**src/rtl/dvi_el_pkg.sv**
```systemverilog
// Shared constants and FSM encoding for the DVI capture / EL output path.
package dvi_el_pkg;

    localparam int unsigned SCREEN_WIDTH_DEF  = 80;
    localparam int unsigned SCREEN_HEIGHT_DEF = 240;
    localparam int unsigned ADDR_W            = 15;
    localparam int unsigned BYTE_W            = 8;

    typedef enum logic [2:0] {
        WAIT_VS   = 3'd0,
        WAIT_LINE = 3'd1,
        IN_LINE   = 3'd2,
        FLUSH     = 3'd3,
        SKIP_LINE = 3'd4,
        LINE_END  = 3'd5
    } fsmState_t;

endpackage

```
**src/rtl/dvi_frame_packer_if.sv**
```systemverilog
// Frame RAM write port: one strobe, byte address and data per cycle.
interface dvi_frame_packer_if;
    import dvi_el_pkg::*;

    logic              wr_en;
    logic [ADDR_W-1:0] wr_addr;
    logic [BYTE_W-1:0] wr_data;

    modport master (output wr_en, wr_addr, wr_data);
    modport slave  (input  wr_en, wr_addr, wr_data);

endinterface

```
**src/rtl/pix_packer_8.sv**
```systemverilog
// Thresholds luma to 1 bit and packs 8 pixels per byte, leftmost pixel in the MSB.
module pix_packer_8
    import dvi_el_pkg::*;
#(
    parameter int unsigned THRESHOLD = 128
) (
    input  logic              clock_in,
    input  logic              reset_n,
    input  logic              sampleEn,
    input  logic              flush,
    input  logic              clear,
    input  logic [BYTE_W-1:0] lumaIn,
    output logic              byteValid_c,
    output logic [BYTE_W-1:0] pixByte_c,
    output logic              pending_c
);

    logic [BYTE_W-1:0] shreg;
    logic [2:0]        bitCnt;
    logic              litBit;

    // Pixel is lit at or above the threshold.
    assign litBit    = (32'(lumaIn) >= THRESHOLD);
    assign pending_c = (bitCnt != 3'd0);

    // A byte is ready on the 8th sample, or on flush of a partial byte (left-justified, zero-padded).
    always_comb begin
        byteValid_c = (sampleEn && (bitCnt == 3'd7)) || (flush && pending_c);
        pixByte_c   = {shreg[BYTE_W-2:0], litBit};
        if (flush) begin
            pixByte_c = shreg << (4'd8 - 4'(bitCnt));
        end
    end

    // Shift register and bit counter; stale upper bits fall off during left-justification.
    always_ff @(posedge clock_in or negedge reset_n) begin
        if (!reset_n) begin
            shreg  <= '0;
            bitCnt <= 3'd0;
        end else if (clear || flush) begin
            shreg  <= '0;
            bitCnt <= 3'd0;
        end else if (sampleEn) begin
            shreg  <= {shreg[BYTE_W-2:0], litBit};
            bitCnt <= bitCnt + 3'd1;
        end
    end

endmodule

```
**src/rtl/dvi_frame_packer.sv**
```systemverilog
// Captures a thresholded, vertically decimated DVI frame into the byte-row-major frame RAM.
module dvi_frame_packer
    import dvi_el_pkg::*;
#(
    parameter int unsigned SCREEN_WIDTH   = SCREEN_WIDTH_DEF,
    parameter int unsigned SCREEN_HEIGHT  = SCREEN_HEIGHT_DEF,
    parameter int unsigned LINE_DECIM     = 2,
    parameter int unsigned THRESHOLD      = 128,
    parameter bit          VS_ACTIVE_HIGH = 1'b1
) (
    input  logic               clock_in,
    input  logic               reset_n,
    input  logic               de,
    input  logic               vsync,
    input  logic [BYTE_W-1:0]  luma,
    dvi_frame_packer_if.master ramIf,
    output logic               frame_done,
    output logic               sync_lost
);

    localparam int unsigned LCNT_W = $clog2(SCREEN_HEIGHT + 1);
    localparam int unsigned BX_W   = $clog2(SCREEN_WIDTH + 1);
    localparam int unsigned DEC_W  = (LINE_DECIM > 1) ? $clog2(LINE_DECIM) : 1;

    // The stored frame must fit the 15-bit RAM address space.
    if (SCREEN_WIDTH * SCREEN_HEIGHT > (1 << ADDR_W)) begin : gAddrCheck
        $error("dvi_frame_packer: SCREEN_WIDTH*SCREEN_HEIGHT exceeds the frame RAM");
    end
    if (LINE_DECIM < 1) begin : gDecimCheck
        $error("dvi_frame_packer: LINE_DECIM must be at least 1");
    end

    logic              deR;
    logic              dePrev;
    logic              vsR;
    logic              vsPrev;
    logic [BYTE_W-1:0] lumaR;

    fsmState_t         state;
    logic [LCNT_W-1:0] lineCnt;
    logic [DEC_W-1:0]  decimCnt;
    logic [BX_W-1:0]   byteX;
    logic [ADDR_W-1:0] lineBase;
    logic              lineStored;
    logic              pendDone;

    logic              vsEdge;
    logic              deRise;
    logic              deFall;
    logic              storeLine;
    logic              lastLine;
    logic              byteFits;
    logic              sampleEn;
    logic              packFlush;
    logic              packClear;
    logic              byteValid_c;
    logic [BYTE_W-1:0] pixByte_c;
    logic              pending_c;

    // Input stage: one register on every DVI input, vsync normalised to active-high.
    always_ff @(posedge clock_in or negedge reset_n) begin
        if (!reset_n) begin
            deR    <= 1'b0;
            dePrev <= 1'b0;
            vsR    <= 1'b0;
            vsPrev <= 1'b0;
            lumaR  <= '0;
        end else begin
            deR    <= de;
            dePrev <= deR;
            vsR    <= VS_ACTIVE_HIGH ? vsync : ~vsync;
            vsPrev <= vsR;
            lumaR  <= luma;
        end
    end

    // Edge detects and packer controls; an abort suppresses sampling and flushing.
    always_comb begin
        vsEdge    = vsR & ~vsPrev;
        deRise    = deR & ~dePrev;
        deFall    = ~deR & dePrev;
        storeLine = (decimCnt == '0) && (lineCnt < LCNT_W'(SCREEN_HEIGHT));
        lastLine  = (lineCnt == LCNT_W'(SCREEN_HEIGHT - 1));
        byteFits  = (byteX < BX_W'(SCREEN_WIDTH));
        sampleEn  = !vsEdge && (((state == IN_LINE) && deR) ||
                                ((state == WAIT_LINE) && deRise && storeLine));
        packFlush = !vsEdge && (state == FLUSH);
        packClear = vsEdge || (state == WAIT_VS) || (state == LINE_END);
    end

    pix_packer_8 #(
        .THRESHOLD (THRESHOLD)
    ) uPacker (
        .clock_in    (clock_in),
        .reset_n     (reset_n),
        .sampleEn    (sampleEn),
        .flush       (packFlush),
        .clear       (packClear),
        .lumaIn      (lumaR),
        .byteValid_c (byteValid_c),
        .pixByte_c   (pixByte_c),
        .pending_c   (pending_c)
    );

    // Line FSM, counters, running line base and registered RAM write port.
    always_ff @(posedge clock_in or negedge reset_n) begin
        if (!reset_n) begin
            state         <= WAIT_VS;
            lineCnt       <= '0;
            decimCnt      <= '0;
            byteX         <= '0;
            lineBase      <= '0;
            lineStored    <= 1'b0;
            pendDone      <= 1'b0;
            ramIf.wr_en   <= 1'b0;
            ramIf.wr_addr <= '0;
            ramIf.wr_data <= '0;
            frame_done    <= 1'b0;
            sync_lost     <= 1'b0;
        end else begin
            ramIf.wr_en <= 1'b0;
            frame_done  <= 1'b0;

            // Bytes past the stored line width are discarded.
            if (byteValid_c && byteFits) begin
                ramIf.wr_en   <= 1'b1;
                ramIf.wr_data <= pixByte_c;
                ramIf.wr_addr <= lineBase + ADDR_W'(byteX);
                byteX         <= byteX + BX_W'(1);
            end

            if (vsEdge) begin
                if (state != WAIT_VS) begin
                    sync_lost <= 1'b1;
                end
                state      <= WAIT_LINE;
                lineCnt    <= '0;
                decimCnt   <= '0;
                byteX      <= '0;
                lineBase   <= '0;
                lineStored <= 1'b0;
                pendDone   <= 1'b0;
            end else begin
                case (state)
                    WAIT_VS: begin
                    end
                    WAIT_LINE: begin
                        if (deRise) begin
                            lineStored <= storeLine;
                            state      <= storeLine ? IN_LINE : SKIP_LINE;
                        end
                    end
                    IN_LINE: begin
                        if (deFall) begin
                            if (pending_c) begin
                                state <= FLUSH;
                            end else begin
                                // Last write already went out this cycle, so signal completion now.
                                state <= LINE_END;
                                if (lastLine) begin
                                    frame_done <= 1'b1;
                                    sync_lost  <= 1'b0;
                                end
                            end
                        end
                    end
                    FLUSH: begin
                        state    <= LINE_END;
                        pendDone <= lastLine;
                    end
                    SKIP_LINE: begin
                        if (deFall) begin
                            state <= LINE_END;
                        end
                    end
                    LINE_END: begin
                        decimCnt <= (decimCnt == DEC_W'(LINE_DECIM - 1)) ? '0 : decimCnt + DEC_W'(1);
                        if (lineStored) begin
                            lineCnt  <= lineCnt + LCNT_W'(1);
                            byteX    <= '0;
                            lineBase <= lineBase + ADDR_W'(SCREEN_WIDTH);
                        end
                        if (pendDone) begin
                            frame_done <= 1'b1;
                            sync_lost  <= 1'b0;
                        end
                        pendDone <= 1'b0;
                        state    <= (lineStored && lastLine) ? WAIT_VS : WAIT_LINE;
                    end
                    default: begin
                        state <= WAIT_VS;
                    end
                endcase
            end
        end
    end

endmodule
```
**src/flat_wrapper.sv**
```systemverilog
// flat-port wrapper written by rule: the top's interface ports become plain ports
module dvi_frame_packer_flat import dvi_el_pkg::*;
#(
    parameter int unsigned SCREEN_WIDTH   = SCREEN_WIDTH_DEF,
    parameter int unsigned SCREEN_HEIGHT  = SCREEN_HEIGHT_DEF,
    parameter int unsigned LINE_DECIM     = 2,
    parameter int unsigned THRESHOLD      = 128,
    parameter bit          VS_ACTIVE_HIGH = 1'b1
)
  (clock_in, reset_n, de, vsync, luma, frame_done, sync_lost, ramIf_wr_en, ramIf_wr_addr, ramIf_wr_data);
  dvi_frame_packer_if ramIf_i ();
  input  logic clock_in;
  input  logic reset_n;
  input  logic de;
  input  logic vsync;
  input  logic [BYTE_W-1:0] luma;
  output logic frame_done;
  output logic sync_lost;
  output wire logic [$bits(ramIf_i.wr_en)-1:0] ramIf_wr_en;
  output wire logic [$bits(ramIf_i.wr_addr)-1:0] ramIf_wr_addr;
  output wire logic [$bits(ramIf_i.wr_data)-1:0] ramIf_wr_data;
  assign ramIf_wr_en = ramIf_i.wr_en;
  assign ramIf_wr_addr = ramIf_i.wr_addr;
  assign ramIf_wr_data = ramIf_i.wr_data;
  dvi_frame_packer #(.SCREEN_WIDTH(SCREEN_WIDTH), .SCREEN_HEIGHT(SCREEN_HEIGHT), .LINE_DECIM(LINE_DECIM), .THRESHOLD(THRESHOLD), .VS_ACTIVE_HIGH(VS_ACTIVE_HIGH)) u_core (.clock_in(clock_in), .reset_n(reset_n), .de(de), .vsync(vsync), .luma(luma), .ramIf(ramIf_i), .frame_done(frame_done), .sync_lost(sync_lost));
endmodule
```
**config.mk**
```make
export PLATFORM = sky130hd
export DESIGN_NAME = dvi_frame_packer_flat
export DESIGN_NICKNAME = d
export VERILOG_FILES = /design/src/rtl/dvi_el_pkg.sv /design/src/rtl/dvi_frame_packer_if.sv /design/src/rtl/pix_packer_8.sv /design/src/rtl/dvi_frame_packer.sv /design/src/flat_wrapper.sv
export SDC_FILE = /design/constraint.sdc
export NUM_CORES = 1
export LEC_CHECK = 0
export BUFFER_PORTS_ARGS = -buffer_cell sky130_fd_sc_hd__clkbuf_2
export CAP_MARGIN = 20
export CORE_UTILIZATION = 59
export DETAILED_ROUTE_END_ITERATION = 10
export PLACE_DENSITY = 0.79
export SYNTH_ARGS = -nofsm -noshare
export SYNTH_HDL_FRONTEND = slang
export SYNTH_HIERARCHICAL = 1
export SYNTH_SLANG_ARGS = --single-unit
```
**constraint.sdc**
```tcl
create_clock -name clock_in -period 4.7 [get_ports clock_in]
set_clock_uncertainty 0.2 [all_clocks]
set_input_delay 0.94 -clock clock_in [delete_from_list [all_inputs] [get_ports clock_in]]
set_output_delay 0.94 -clock clock_in [all_outputs]
set_load 0.02 [all_outputs]
```
==> results by group <==
STA
  – Final period utilization: 73.84%
  – Final slew viol count: 0
  – Slew of the pin with the lowest slew margin: 0.9355 ns
  – Final worst setup slack: 1.229 ns
  – Final Hold Vio Count: 0
  – Fin Setup TNS: 0 ns
  – Slew HR: 37.63%
  – Hold WS: 0.1981 ns
  – Period minus WS final: 3.471 ns
  – Final setup vio count: 0
  – Fmax: 0.2881 GHz
  – RSZ-0062 raised after global routing: no

GRT
  – GRT Residual Overflow: 0
  – Met3 GRT Util: 5.714%
  – Initial antenna violation count: 0
  – First-pass GRT wire length: 12,120 um
  – Met2 Usage GRT: 36.53%
  – Tot GR Track Use: 23.79%
  – Vias in the first global route: 2,636
  – Busiest grt layer: met2
  – Largest net degree at the start of global routing: 44
  – Met1 Resource Use GR: 32.15%

Floorplanning
  – Die Height: 82.58 um
  – Total core area: 0.006096 mm2
  – Starting Density: 62.85%
  – # rows: 28
  – Io pins: 38
  – Full die area: 0.006819 mm2
  – Die width: 82.58 um

CTS
  – Clock Tree Buf Depth: 2
  – Hold-fix buffers, CTS: 0
  – CTS tree: done
  – Clk sinks: 74
  – Clock Pin Slew Worst Setup and Hold Paths: 0.08 ns
  – Post-CTS sizing: 0
  – Post-CTS setup buffer count: 0
  – CTS H-tree depth: 3
  – Root Driver: clkbuf_8
  – CTS Buf Count: 9
  – Latest clock arrival within the worst-skew pair: 0.37 ns

Placement
  – Placed instance area: 0.003991 mm2
  – RePlAce Congestion: 0.9125
  – Pre-CTS WS: 1.309 ns
  – Dpl hpwl: 4848 um
  – Buffers added on ports: 30

Final layout
  – Fillcell total: 486
  – Nets: 436
  – Final instance area: 0.004170 mm2
  – Synthesis-to-finish area growth: 8.850%
  – Share of cells above drive strength 1: 14.32%
  – # diodes: 0

Job
  – # Max-Cap Violations: 0

Setup path
  – Critical path class: register to register
  – Startpoint types: register
  – Worst setup EP type: register
  – R2r setup slk: 1.23 ns
  – Max Fanout on Critical Path: 22
  – Critical path required time: 4.75 ns
  – CP arrival: 3.52 ns

Route
  – Antenna violation net count after detailed routing: 0
  – Drt wl/cell: 14.64 um
  – # DRC: 0
  – Initial DRC Count: 159
  – Vias post-DR: 2,906
  – DRT Pass-1 Iters: 4
  – DR vias/cell: 5.883
  – Drt total wl: 7230 um

Power and ir drop
  – Maximum VDD drop: 0.2903 mV
  – PwrDens: 330.9 mW/mm2
  – Leak: 0.001927 uW

Logic synthesis
  – Synthesized area per cell: 9.798 um2
  – Yosys warning count: 6
  – Mapped Area: 0.003831 mm2
  – Mapped Cells: 391
  – Net Count, Synth: 413

Outcome
  – Status: complete, no violations

Hold path
  – Hold Path Class: register to register
-- per-stage QoR --
step / power, uW / util, % / cells
5_1_grt: 1444 / 68.41 / 494
6_report: 1380 / 68.41 / 494
4_1_cts: 1388 / 68.41 / 494
2_1_floorplan: 884.4 / - / 391
3_3_place_gp: 927.3 / 65.48 / 478
3_5_place_dp: 934.9 / 65.48 / 478
-- worst max-delay path, stage by stage (launching register included) --
cell and delay, ns:
dfrtp_1 0.58, or2b_1 0.31, nor4_1 0.33, o211a_1 0.60, nand2_1 0.10, o21ai_0 0.26
nand2_1 0.37, buf_4 0.31, mux2_2 0.28
-- metal layers --
metal	part of all wire (%)	wire [um]	vias up
met5	0	0	-
li1	-	-	1407
met1	48	3444	1418
met4	2.1	149	0
met3	4.1	299	13
met2	46	3336	68
-- flip-flops by register name (all words and copies together) (netlist names), 3 cells and up --
| register | flops |
|---|---|
| u_core/state | 3 |
| u_core/lineCnt | 8 |
| u_core/uPacker/bitCnt | 3 |
| u_core/ramIf.wr_addr | 15 |
| u_core/lineBase | 11 |
| u_core/uPacker/shreg | 8 |
| u_core/byteX | 7 |
| u_core/ramIf.wr_data | 8 |
-- layout by cell type (no fill, tap or decap), drive strengths merged, types with 5 or more instances in the layout --
cell type and n:
dfrtp 74, nand2 61, clkbuf 38, nor2 35
o21ai 23, a21oi 15, xnor2 13, mux2i 13
xor2 12, ha 10, nand3 9, or3 9
inv 9, nor2b 8, nand2b 6, nor3b 6
mux2 6, and3 5, clkinv 5
-- path summary, 6_finish.rpt --
kind / start / endpoint / depth (start not counted)
min in group asynchronous: reset_n / u_core/ramIf.wr_addr[11] / 1
worst max register to register: u_core/state[0] / u_core/ramIf.wr_addr[0] / 8
worst min-delay path: u_core/vsR / u_core/vsPrev / 0
worst max-delay path: u_core/state[0] / u_core/ramIf.wr_addr[0] / 8
worst min register to register: u_core/vsR / u_core/vsPrev / 0
max in group asynchronous: reset_n / u_core/byteX[4] / 2
-- power by group --
part | internal, uW | total (uW) | switching [uW]
Combinational | 81.4 | 207 | 126
Clock | 195 | 453 | 259
Sequential | 666 | 719 | 53.2
-- area by class of cell --
cell class              instances  area, um2  share of cell area (%)
flip-flops and latches         74       1852                   44.40
inverters                       9      33.78                  0.8101
clock buffers                   9      123.9                   2.970
repair buffers                 33      172.7                   4.140
well taps                      75      93.84                   2.250
multi-input cells             287       1839                   44.10
clock inverters                 7      55.05                   1.320
(Power assumes the default switching activity.)
